`src/rtl/branch_resolve_if.sv`:
```
// Execute-to-resolve bus: resolved control-flow instruction in, predictor update and redirect out.
// Valid-only semantics: ex_valid, upd_valid and redirect_valid each qualify their fields for exactly one cycle; there is no ready, so the receiver must take every beat.
interface branch_resolve_if #(
   parameter int XLEN = 32
);
   logic            ex_valid;
   logic [XLEN-1:0] ex_pc;
   logic            ex_epoch;
   logic [1:0]      ex_kind;
   logic            ex_cond_taken;
   logic [XLEN-1:0] ex_target;
   logic [4:0]      ex_rd;
   logic [4:0]      ex_rs1;
   logic            ex_pred_valid;
   logic [XLEN-1:0] ex_pred_target;

   logic            upd_valid;
   logic [XLEN-1:0] upd_pc;
   logic [XLEN-1:0] upd_link_pc;
   logic [XLEN-1:0] upd_actual_target;
   logic            upd_actual_taken;
   logic            upd_is_miss_predict;
   logic [1:0]      upd_btb_type;
   logic            upd_is_branch_inst;
   logic            upd_is_call_inst;
   logic            upd_is_ret_inst;
   logic            upd_same_link_regs;
   logic            redirect_valid;
   logic [XLEN-1:0] redirect_pc;

   modport master (
      output ex_valid, ex_pc, ex_epoch, ex_kind, ex_cond_taken, ex_target,
             ex_rd, ex_rs1, ex_pred_valid, ex_pred_target,
      input  upd_valid, upd_pc, upd_link_pc, upd_actual_target, upd_actual_taken,
             upd_is_miss_predict, upd_btb_type, upd_is_branch_inst, upd_is_call_inst,
             upd_is_ret_inst, upd_same_link_regs, redirect_valid, redirect_pc
   );

   modport slave (
      input  ex_valid, ex_pc, ex_epoch, ex_kind, ex_cond_taken, ex_target,
             ex_rd, ex_rs1, ex_pred_valid, ex_pred_target,
      output upd_valid, upd_pc, upd_link_pc, upd_actual_target, upd_actual_taken,
             upd_is_miss_predict, upd_btb_type, upd_is_branch_inst, upd_is_call_inst,
             upd_is_ret_inst, upd_same_link_regs, redirect_valid, redirect_pc
   );
endinterface

```
`src/rtl/branch_resolve_unit.sv`:
```
// Resolves branch/jal/jalr outcomes, classifies call/return, flags mispredicts and emits
// a registered predictor update plus frontend redirect, dropping wrong-epoch instructions.
module branch_resolve_unit #(
   parameter int XLEN       = 32,
   parameter int STAT_WIDTH = 32
) (
   input  logic                  clk,
   input  logic                  rst,
   branch_resolve_if.slave       bus,
   input  logic                  ext_flush,
   output logic                  cur_epoch,
   output logic [STAT_WIDTH-1:0] stat_ctrl,
   output logic [STAT_WIDTH-1:0] stat_miss
);
   localparam logic [1:0] KIND_BRANCH = 2'b00;
   localparam logic [1:0] KIND_JAL    = 2'b01;
   localparam logic [1:0] KIND_JALR   = 2'b10;
   localparam logic [1:0] KIND_RSVD   = 2'b11;
   localparam logic [1:0] BTB_BRANCH  = 2'b00;
   localparam logic [1:0] BTB_JUMP    = 2'b01;
   localparam logic [1:0] BTB_CALL    = 2'b10;
   localparam logic [1:0] BTB_RETURN  = 2'b11;
   localparam logic [XLEN-1:0]       PC_STEP  = XLEN'(4);
   localparam logic [STAT_WIDTH-1:0] STAT_ONE = STAT_WIDTH'(1);

   logic            accept, rd_link, rs1_link, is_call, is_ret, same_link, taken, miss;
   logic [1:0]      btb_type;
   logic [XLEN-1:0] link_pc, actual_next, pred_next;

   assign accept    = bus.ex_valid && (bus.ex_kind != KIND_RSVD) &&
                      (bus.ex_epoch == cur_epoch) && !ext_flush;
   assign rd_link   = (bus.ex_rd  == 5'd1) || (bus.ex_rd  == 5'd5);
   assign rs1_link  = (bus.ex_rs1 == 5'd1) || (bus.ex_rs1 == 5'd5);
   assign is_call   = ((bus.ex_kind == KIND_JAL) || (bus.ex_kind == KIND_JALR)) && rd_link;
   // rd==rs1 on a link register is a plain push; distinct link regs pop then push.
   assign is_ret    = (bus.ex_kind == KIND_JALR) && rs1_link && !(is_call && (bus.ex_rd == bus.ex_rs1));
   assign same_link = is_call && rs1_link && (bus.ex_rd == bus.ex_rs1);

   assign taken       = (bus.ex_kind == KIND_BRANCH) ? bus.ex_cond_taken : 1'b1;
   assign link_pc     = bus.ex_pc + PC_STEP;
   assign actual_next = taken ? bus.ex_target : link_pc;
   assign pred_next   = bus.ex_pred_valid ? bus.ex_pred_target : link_pc;
   assign miss        = (pred_next != actual_next);

   always_comb begin
      btb_type = BTB_JUMP;
      if (bus.ex_kind == KIND_BRANCH) btb_type = BTB_BRANCH;
      else if (is_ret && !is_call)    btb_type = BTB_RETURN;
      else if (is_call)               btb_type = BTB_CALL;
   end

   always_ff @(posedge clk) begin
      if (rst) begin
         bus.upd_valid           <= 1'b0;
         bus.upd_pc              <= '0;
         bus.upd_link_pc         <= '0;
         bus.upd_actual_target   <= '0;
         bus.upd_actual_taken    <= 1'b0;
         bus.upd_is_miss_predict <= 1'b0;
         bus.upd_btb_type        <= BTB_BRANCH;
         bus.upd_is_branch_inst  <= 1'b0;
         bus.upd_is_call_inst    <= 1'b0;
         bus.upd_is_ret_inst     <= 1'b0;
         bus.upd_same_link_regs  <= 1'b0;
         bus.redirect_valid      <= 1'b0;
         bus.redirect_pc         <= '0;
         cur_epoch               <= 1'b0;
         stat_ctrl               <= '0;
         stat_miss               <= '0;
      end else begin
         bus.upd_valid      <= accept;
         bus.redirect_valid <= accept && miss;
         if (accept) begin
            bus.upd_pc              <= bus.ex_pc;
            bus.upd_link_pc         <= link_pc;
            bus.upd_actual_target   <= bus.ex_target;
            bus.upd_actual_taken    <= taken;
            bus.upd_is_miss_predict <= miss;
            bus.upd_btb_type        <= btb_type;
            bus.upd_is_branch_inst  <= (bus.ex_kind == KIND_BRANCH);
            bus.upd_is_call_inst    <= is_call;
            bus.upd_is_ret_inst     <= is_ret;
            bus.upd_same_link_regs  <= same_link;
            bus.redirect_pc         <= actual_next;
            if (stat_ctrl != '1) stat_ctrl <= stat_ctrl + STAT_ONE;
            if (miss && (stat_miss != '1)) stat_miss <= stat_miss + STAT_ONE;
         end
         // An older flush owns the epoch change; a same-cycle mispredict must not toggle it again.
         if (ext_flush || (accept && miss)) cur_epoch <= ~cur_epoch;
      end
   end
endmodule
```
`src/flat_wrapper.sv`:
```
// flat-port wrapper written by rule: the top's interface ports become plain ports
module branch_resolve_unit_flat 
#(
   parameter int XLEN       = 32,
   parameter int STAT_WIDTH = 32
)
  (clk, rst, ext_flush, cur_epoch, stat_ctrl, stat_miss, bus_ex_valid, bus_ex_pc, bus_ex_epoch, bus_ex_kind, bus_ex_cond_taken, bus_ex_target, bus_ex_rd, bus_ex_rs1, bus_ex_pred_valid, bus_ex_pred_target, bus_upd_valid, bus_upd_pc, bus_upd_link_pc, bus_upd_actual_target, bus_upd_actual_taken, bus_upd_is_miss_predict, bus_upd_btb_type, bus_upd_is_branch_inst, bus_upd_is_call_inst, bus_upd_is_ret_inst, bus_upd_same_link_regs, bus_redirect_valid, bus_redirect_pc);
  branch_resolve_if #(.XLEN(XLEN)) bus_i ();
  input  logic clk;
  input  logic rst;
  input  logic ext_flush;
  output logic cur_epoch;
  output logic [STAT_WIDTH-1:0] stat_ctrl;
  output logic [STAT_WIDTH-1:0] stat_miss;
  input wire logic [$bits(bus_i.ex_valid)-1:0] bus_ex_valid;
  input wire logic [$bits(bus_i.ex_pc)-1:0] bus_ex_pc;
  input wire logic [$bits(bus_i.ex_epoch)-1:0] bus_ex_epoch;
  input wire logic [$bits(bus_i.ex_kind)-1:0] bus_ex_kind;
  input wire logic [$bits(bus_i.ex_cond_taken)-1:0] bus_ex_cond_taken;
  input wire logic [$bits(bus_i.ex_target)-1:0] bus_ex_target;
  input wire logic [$bits(bus_i.ex_rd)-1:0] bus_ex_rd;
  input wire logic [$bits(bus_i.ex_rs1)-1:0] bus_ex_rs1;
  input wire logic [$bits(bus_i.ex_pred_valid)-1:0] bus_ex_pred_valid;
  input wire logic [$bits(bus_i.ex_pred_target)-1:0] bus_ex_pred_target;
  output wire logic [$bits(bus_i.upd_valid)-1:0] bus_upd_valid;
  output wire logic [$bits(bus_i.upd_pc)-1:0] bus_upd_pc;
  output wire logic [$bits(bus_i.upd_link_pc)-1:0] bus_upd_link_pc;
  output wire logic [$bits(bus_i.upd_actual_target)-1:0] bus_upd_actual_target;
  output wire logic [$bits(bus_i.upd_actual_taken)-1:0] bus_upd_actual_taken;
  output wire logic [$bits(bus_i.upd_is_miss_predict)-1:0] bus_upd_is_miss_predict;
  output wire logic [$bits(bus_i.upd_btb_type)-1:0] bus_upd_btb_type;
  output wire logic [$bits(bus_i.upd_is_branch_inst)-1:0] bus_upd_is_branch_inst;
  output wire logic [$bits(bus_i.upd_is_call_inst)-1:0] bus_upd_is_call_inst;
  output wire logic [$bits(bus_i.upd_is_ret_inst)-1:0] bus_upd_is_ret_inst;
  output wire logic [$bits(bus_i.upd_same_link_regs)-1:0] bus_upd_same_link_regs;
  output wire logic [$bits(bus_i.redirect_valid)-1:0] bus_redirect_valid;
  output wire logic [$bits(bus_i.redirect_pc)-1:0] bus_redirect_pc;
  assign bus_i.ex_valid = bus_ex_valid;
  assign bus_i.ex_pc = bus_ex_pc;
  assign bus_i.ex_epoch = bus_ex_epoch;
  assign bus_i.ex_kind = bus_ex_kind;
  assign bus_i.ex_cond_taken = bus_ex_cond_taken;
  assign bus_i.ex_target = bus_ex_target;
  assign bus_i.ex_rd = bus_ex_rd;
  assign bus_i.ex_rs1 = bus_ex_rs1;
  assign bus_i.ex_pred_valid = bus_ex_pred_valid;
  assign bus_i.ex_pred_target = bus_ex_pred_target;
  assign bus_upd_valid = bus_i.upd_valid;
  assign bus_upd_pc = bus_i.upd_pc;
  assign bus_upd_link_pc = bus_i.upd_link_pc;
  assign bus_upd_actual_target = bus_i.upd_actual_target;
  assign bus_upd_actual_taken = bus_i.upd_actual_taken;
  assign bus_upd_is_miss_predict = bus_i.upd_is_miss_predict;
  assign bus_upd_btb_type = bus_i.upd_btb_type;
  assign bus_upd_is_branch_inst = bus_i.upd_is_branch_inst;
  assign bus_upd_is_call_inst = bus_i.upd_is_call_inst;
  assign bus_upd_is_ret_inst = bus_i.upd_is_ret_inst;
  assign bus_upd_same_link_regs = bus_i.upd_same_link_regs;
  assign bus_redirect_valid = bus_i.redirect_valid;
  assign bus_redirect_pc = bus_i.redirect_pc;
  branch_resolve_unit #(.XLEN(XLEN), .STAT_WIDTH(STAT_WIDTH)) u_core (.clk(clk), .rst(rst), .bus(bus_i), .ext_flush(ext_flush), .cur_epoch(cur_epoch), .stat_ctrl(stat_ctrl), .stat_miss(stat_miss));
endmodule
```
`config.mk`:
```
export PLATFORM = sky130hd
export DESIGN_NAME = branch_resolve_unit_flat
export DESIGN_NICKNAME = d
export VERILOG_FILES = /design/src/rtl/branch_resolve_if.sv /design/src/rtl/branch_resolve_unit.sv /design/src/flat_wrapper.sv
export SDC_FILE = /design/constraint.sdc
export NUM_CORES = 1
export LEC_CHECK = 0
export CAP_MARGIN = 15
export CORE_MARGIN = 2
export CORE_UTILIZATION = 43
export DETAILED_ROUTE_END_ITERATION = 7
export PLACE_DENSITY = 0.82
export SLEW_MARGIN = 20
export SYNTH_ARGS = -nofsm -noshare
export SYNTH_HDL_FRONTEND = slang
export SYNTH_SLANG_ARGS = --single-unit
```
`constraint.sdc`:
```
create_clock -name clk -period 4.6 [get_ports clk]
set_clock_uncertainty 0.1 [all_clocks]
set_input_delay 0.92 -clock clk [delete_from_list [all_inputs] [get_ports clk]]
set_output_delay 0.92 -clock clk [all_outputs]
set_load 0.03 [all_outputs]
```
Word-level counts from Yosys, hierarchy flattened. Index checks and enable logic that the tools add are counted.

Flip-flop bits (word level): 203. Input bits: 115. Output and inout port bits: 203. Word-level logic and storage cells: 60.

Add/sub/neg operators: 3. Eq/ne operators: 12. Muxes and demuxes: 6. Bitwise operators: 1. Reduce and logical (&&, ||, !) cells: 22.

Operator list (count): $add 32x1->32 const B (2); $mux 32 (2); $ne 32x32->1 const B (2); $add 32x3->32 const B (1); $ne 32x32->1 (1); $logic_and 1x1->1 (12); $eq 5x1->1 const B (2); $eq 5x3->1 const B (2); $mux 2 (3); $eq 5x5->1 (1); $logic_or 1x1->1 (4); $reduce_and 2->1 (2); $logic_not 1->1 (3); $eq 2x1->1 const B (1); $eq 2x2->1 const B (1); $logic_not 2->1 (1); $ne 2x2->1 const B (1); $eq 1x1->1 (1); $mux 1 (1); $not 1->1 (1).

Longest topological paths before layout.
Word-level depth: 9. Gate-level depth with buffers: 16. Mapped depth without buffers: 13.

Least setup slack after synthesis. No wires, ideal clock.

Path kind: input-to-reg. Start point: in bus_ex_pc[8]. End point: reg u_core.stat_miss[29]. Setup time: 0.123 ns. Data arrival time: 4.351 ns. Required time: 4.377 ns. Path slack: 0.025 ns. Stages: 13. Buffers on the path: 2. Cells stage by stage: buf_2 nand4_2 or4_4 or4_1 a21oi_1 a211oi_1 a2111o_1 or4_4 o31ai_4 or2_2 buf_4 nor4_1 mux2_1.

Longest elaborated chain between the ends: 5. Elaborated cells between the ends (all ways): 6. Classes of those cells: add/sub: 1; eq/ne: 1; mux: 2; reduce/logical: 2.

Ends and longest elaborated chain: start: declaration (line flat_wrapper.sv:16) `input wire logic [$bits(bus_i.ex_pc)-1:0] bus_ex_pc;`; $add 32x3->32 * (line branch_resolve_unit.sv:40) `assign link_pc = bus.ex_pc + PC_STEP;`; $mux 32 (on tied branches) (line branch_resolve_unit.sv:42, branch_resolve_unit.sv:41); $ne 32x32->1 * (line branch_resolve_unit.sv:43) `assign miss = (pred_next != actual_next);`; $logic_and 1x1->1 * (line branch_resolve_unit.sv:86) `if (miss && (stat_miss != '1)) stat_miss <= stat_miss + STAT_ONE;`; $reduce_and 2->1 (no line) *; end signal: assignment (line branch_resolve_unit.sv:86); end: declaration (line branch_resolve_unit.sv:13) `output logic [STAT_WIDTH-1:0] stat_miss`.

Every way passes the cells marked *; elsewhere a longest branch is shown, timed or not. A chain may end at the register's enable or synchronous reset.

Worst setup path after layout.
Start point: in bus_ex_pc[17]. End point: reg u_core.stat_miss[23].

The elaborated chain is that of the path after synthesis.

==> run_results.csv <==
group,metric,value,unit
yosys,netlist_top_cells_area,"dfxtp_1 37%, nand2_1 6.9%, a21oi_1 6.5%, nor2_1 6.2%, xnor2_1 5.9%",
hold_path,worstHoldStart,"u_core.bus.upd_actual_target[27]",
power_and_ir_drop,power,0.00454,W
placed_design,io_buffers,317,
power_and_ir_drop,p_clk_frac,0.387,
power_and_ir_drop,switching_share,0.283,
timing,hold_viol_final,0,
yosys,ys_warn_count,0,
timing,max-slew-margin-rel,0.319,
cells_and_area,layout.nets,1928,
power_and_ir_drop,leakagePower,6.10,nW
global_route,grt_pass1_wl,62.3,mm
cts,postCtsHoldBufs,0,
setup_path,cp_max_fo,9,
yosys,syn_area_per_cell,7.82,sq um
timing,tightest_slew,1.02,ns
yosys,synth_edf_count,0,
yosys,yosysSeqAreaShare,0.374,
global_route,antenna_found_initial,4,
setup_path,startpoint_type,"input port",
cts,cts_max_path_buffers,3,
cells_and_area,finalInstanceArea,16300,sq um
yosys,synth_top_area_cell,"dfxtp_1",
timing,tns,0,ns
routing,via_per_inst,5.59,
floorplan,die-area,26300,sq um
power_and_ir_drop,intPower,0.00326,W
routing,wl_per_cell,19.3,um
timing,fmaxAchievable,223,MHz
power_and_ir_drop,power_frac_comb,0.210,
yosys,synth.top_cell.area_share,0.374,
setup_path,required,4.90,ns
floorplan,start_util,0.440,
yosys,synth.ff_latch_count,201,
cells_and_area,mostFrequentLayoutCell,"clkdlybuf4s50_1",
global_route,gr-total-overflow,0,
setup_path,r2r_slack,0.85,ns
cells_and_area,fillers,1942,
timing,setup_viol,0,
cts,path_clk_slew,0.06,ns
global_route,grt_max_degree,135,
cts,clock_sinks,201,
yosys,mappedNetlistArea,10800,sq um
floorplan,core_area,24500,sq um
floorplan,die-height,162,um
floorplan,rows,57,
placed_design,hpwl,32.0,mm
yosys,syn_nets,1498,
hold_path,hold_path_end,"u_core.bus.upd_actual_target[27]",
power_and_ir_drop,seq_power_share,0.404,
cts,cts_made_buffers,22,
setup_path,reg2reg_depth,11,
setup_path,crit_type,"in -> reg",
setup_path,regToRegEndpoint,"u_core.stat_miss[23]",
status,status,"finished clean",
hold_path,hold_path.class,"reg -> reg",
timing,period_needed,4.48,ns
yosys,synthDistinctLibCells,68,
routing,vias,12000,
timing,finalCritPeriodShare,0.973,
floorplan,io_pins,318,
hold_path,whs_path_depth,2,
cells_and_area,syn2layout_area_growth,51.7,%
cts,cts-htree-levels,1,
routing,drt_wl_total,41.4,mm
setup_path,crit_arrival,4.78,ns
routing,drc,0,
run,drv_cap,0,
cells_and_area,final_core_util,0.667,
cts,cts_tree,"built",
timing,rsz0062_at_grt,"false",
global_route,grt_pass1_vias,11500,
global_route,grt_use_total,0.299,
power_and_ir_drop,vdd_drop_max,0.271,mV
yosys,netlist_instances,1377,
cells_and_area,drive_gt1_frac,0.144,
setup_path,crit-reg2reg-launch,"u_core.stat_miss[5]",
routing,dr.pass1.iters,5,
setup_path,end_kind,"flop",
placed_design,gp_congestion,0.999,
floorplan,chipWidth,162,um
yosys,synth-main-ff-cell,"dfxtp_1",
power_and_ir_drop,power_switching,0.00128,W
placed_design,placed_cell_area,15400,sq um
cts,clock_latency,0.51,ns
yosys,async_flop_share,0,
cells_and_area,final_cell_mix,"306 x clkdlybuf4s50_1, 201 x dfxtp_1, 199 x nand2_1",
routing,drtIter0Drc,1101,
power_and_ir_drop,power.density,278,nW/um^2
timing,maxSlewViolCount,0,
cts,cts-root-buf,"clkbuf_16",
routing,drtAntennaViolNets,0,
[synth_stat cells, types with 14 or more instances]
library cell    n
nand4_1        29
xor2_1         46
nor4_1         14
nor2b_1        18
or3_1          18
o21ai_0        23
inv_1          21
nor2_1        179
a21oi_1       140
xnor2_1        72
a211oi_1       61
nand2_1       199
and3_1         26
clkbuf_1       72
dfxtp_1       201
nor3_1         29
nand3_1        34
[sequential cells by signal, indices dropped and copies added (netlist names)]
| signal | count |
|---|---|
| u_core.bus.upd_actual_taken | 1 |
| u_core.bus.upd_link_pc | 32 |
| u_core.bus.upd_btb_type | 2 |
| u_core.bus.upd_pc | 30 |
| u_core.bus.upd_is_miss_predict | 1 |
| u_core.bus.upd_is_call_inst | 1 |
| u_core.cur_epoch | 1 |
| u_core.bus.upd_valid | 1 |
| u_core.bus.upd_same_link_regs | 1 |
| u_core.bus.upd_is_ret_inst | 1 |
| u_core.bus.upd_actual_target | 32 |
| u_core.bus.redirect_pc | 32 |
| u_core.stat_ctrl | 32 |
| u_core.bus.redirect_valid | 1 |
| u_core.stat_miss | 32 |
| u_core.bus.upd_is_branch_inst | 1 |
[power groups by stage]
stage,Clock (W),Sequential [W],Combinational [W]
after CTS,0.00179,0.00183,0.000934
after global placement,0,0.00187,0.000918
after detailed placement,0,0.00187,0.000926
after global routing,0.00186,0.00184,0.00100
final,0.00176,0.00183,0.000952
after floorplan,0,0.00198,0.000345
[through the flow]
stage / instances / hold WS [ns] / worst slack [ns]
detailed placement: 2105 / 0.350 / -0.731
global route: 2149 / 0.375 / 0.00331
finish: 2150 / 0.356 / 0.124
global placement: 2105 / 0.341 / -0.712
floorplan: 1377 / 0.480 / 0.0255
CTS: 2145 / 0.359 / 0.00124
[final cells by class]
| class | instances | area, sq um | share of cell area |
|---|---|---|---|
| timing repair buffer | 501 | 4630 | 0.284 |
| inverter | 22 | 82.6 | 0.00506 |
| sequential | 201 | 4020 | 0.247 |
| multi-input combinational | 1059 | 6440 | 0.395 |
| antenna | 4 | 10.0 | 0.000613 |
| tap | 324 | 405 | 0.0248 |
| clock buffer | 34 | 697 | 0.0427 |
| clock inverter | 5 | 27.5 | 0.00169 |
[what timing repair did]
item | CTS | global route
resized for setup | 9 | 34
setup buffers | 1 | 1
endpoints found under the setup margin | 21 | 33
pin swaps | 5 | 13
[metal layers]
metal,up-vias,global-route usage,part of all wire
met4,0,0.118,0.041
met1,5648,0.367,0.39
li1,5684,-,-
met5,-,0,0
met3,94,0.0633,0.090
met2,583,0.512,0.47
[logic make-up (layout without fill, tap and decap cells)]
family,Yosys count,in the layout,share of synthesized area
AOI/OAI and AO/OA,293,293,0.169
xor gates and xnor gates,128,128,0.117
adders and majority gates,6,6,0.00698
buffers and inverters,117,562,0.0430
DFF,201,201,0.374
muxes,20,20,0.0201
other,0,4,0
and+or+nand+nor,612,612,0.270
[worst max-delay path, stage by stage]
cell	delay [ns]
clkdlybuf4s50_1	0.49
nand4_1	0.24
or4_4	0.50
or4_4	0.50
a21oi_2	0.15
a211oi_1	0.06
a2111o_1	0.35
or4_4	0.55
o31ai_4	0.20
buf_6	0.15
nor3_2	0.08
and4_1	0.27
mux2_1	0.30
[worst max path at each step]
stage / from / to / slack, ns / cells after the start
finish: bus_ex_pc[17] / u_core.stat_miss[23] / 0.12 / 13
global route: bus_ex_pc[17] / u_core.stat_miss[23] / 0.003 / 14
CTS: bus_ex_pc[20] / u_core.stat_miss[23] / 0.001 / 13
detailed placement: bus_ex_pc[3] / u_core.stat_miss[17] / -0.73 / 16
global placement: bus_ex_pc[3] / u_core.stat_miss[17] / -0.71 / 16
floorplan: bus_ex_pc[8] / u_core.stat_miss[29] / 0.03 / 13
Note: power is estimated with default switching activity, not from simulation.
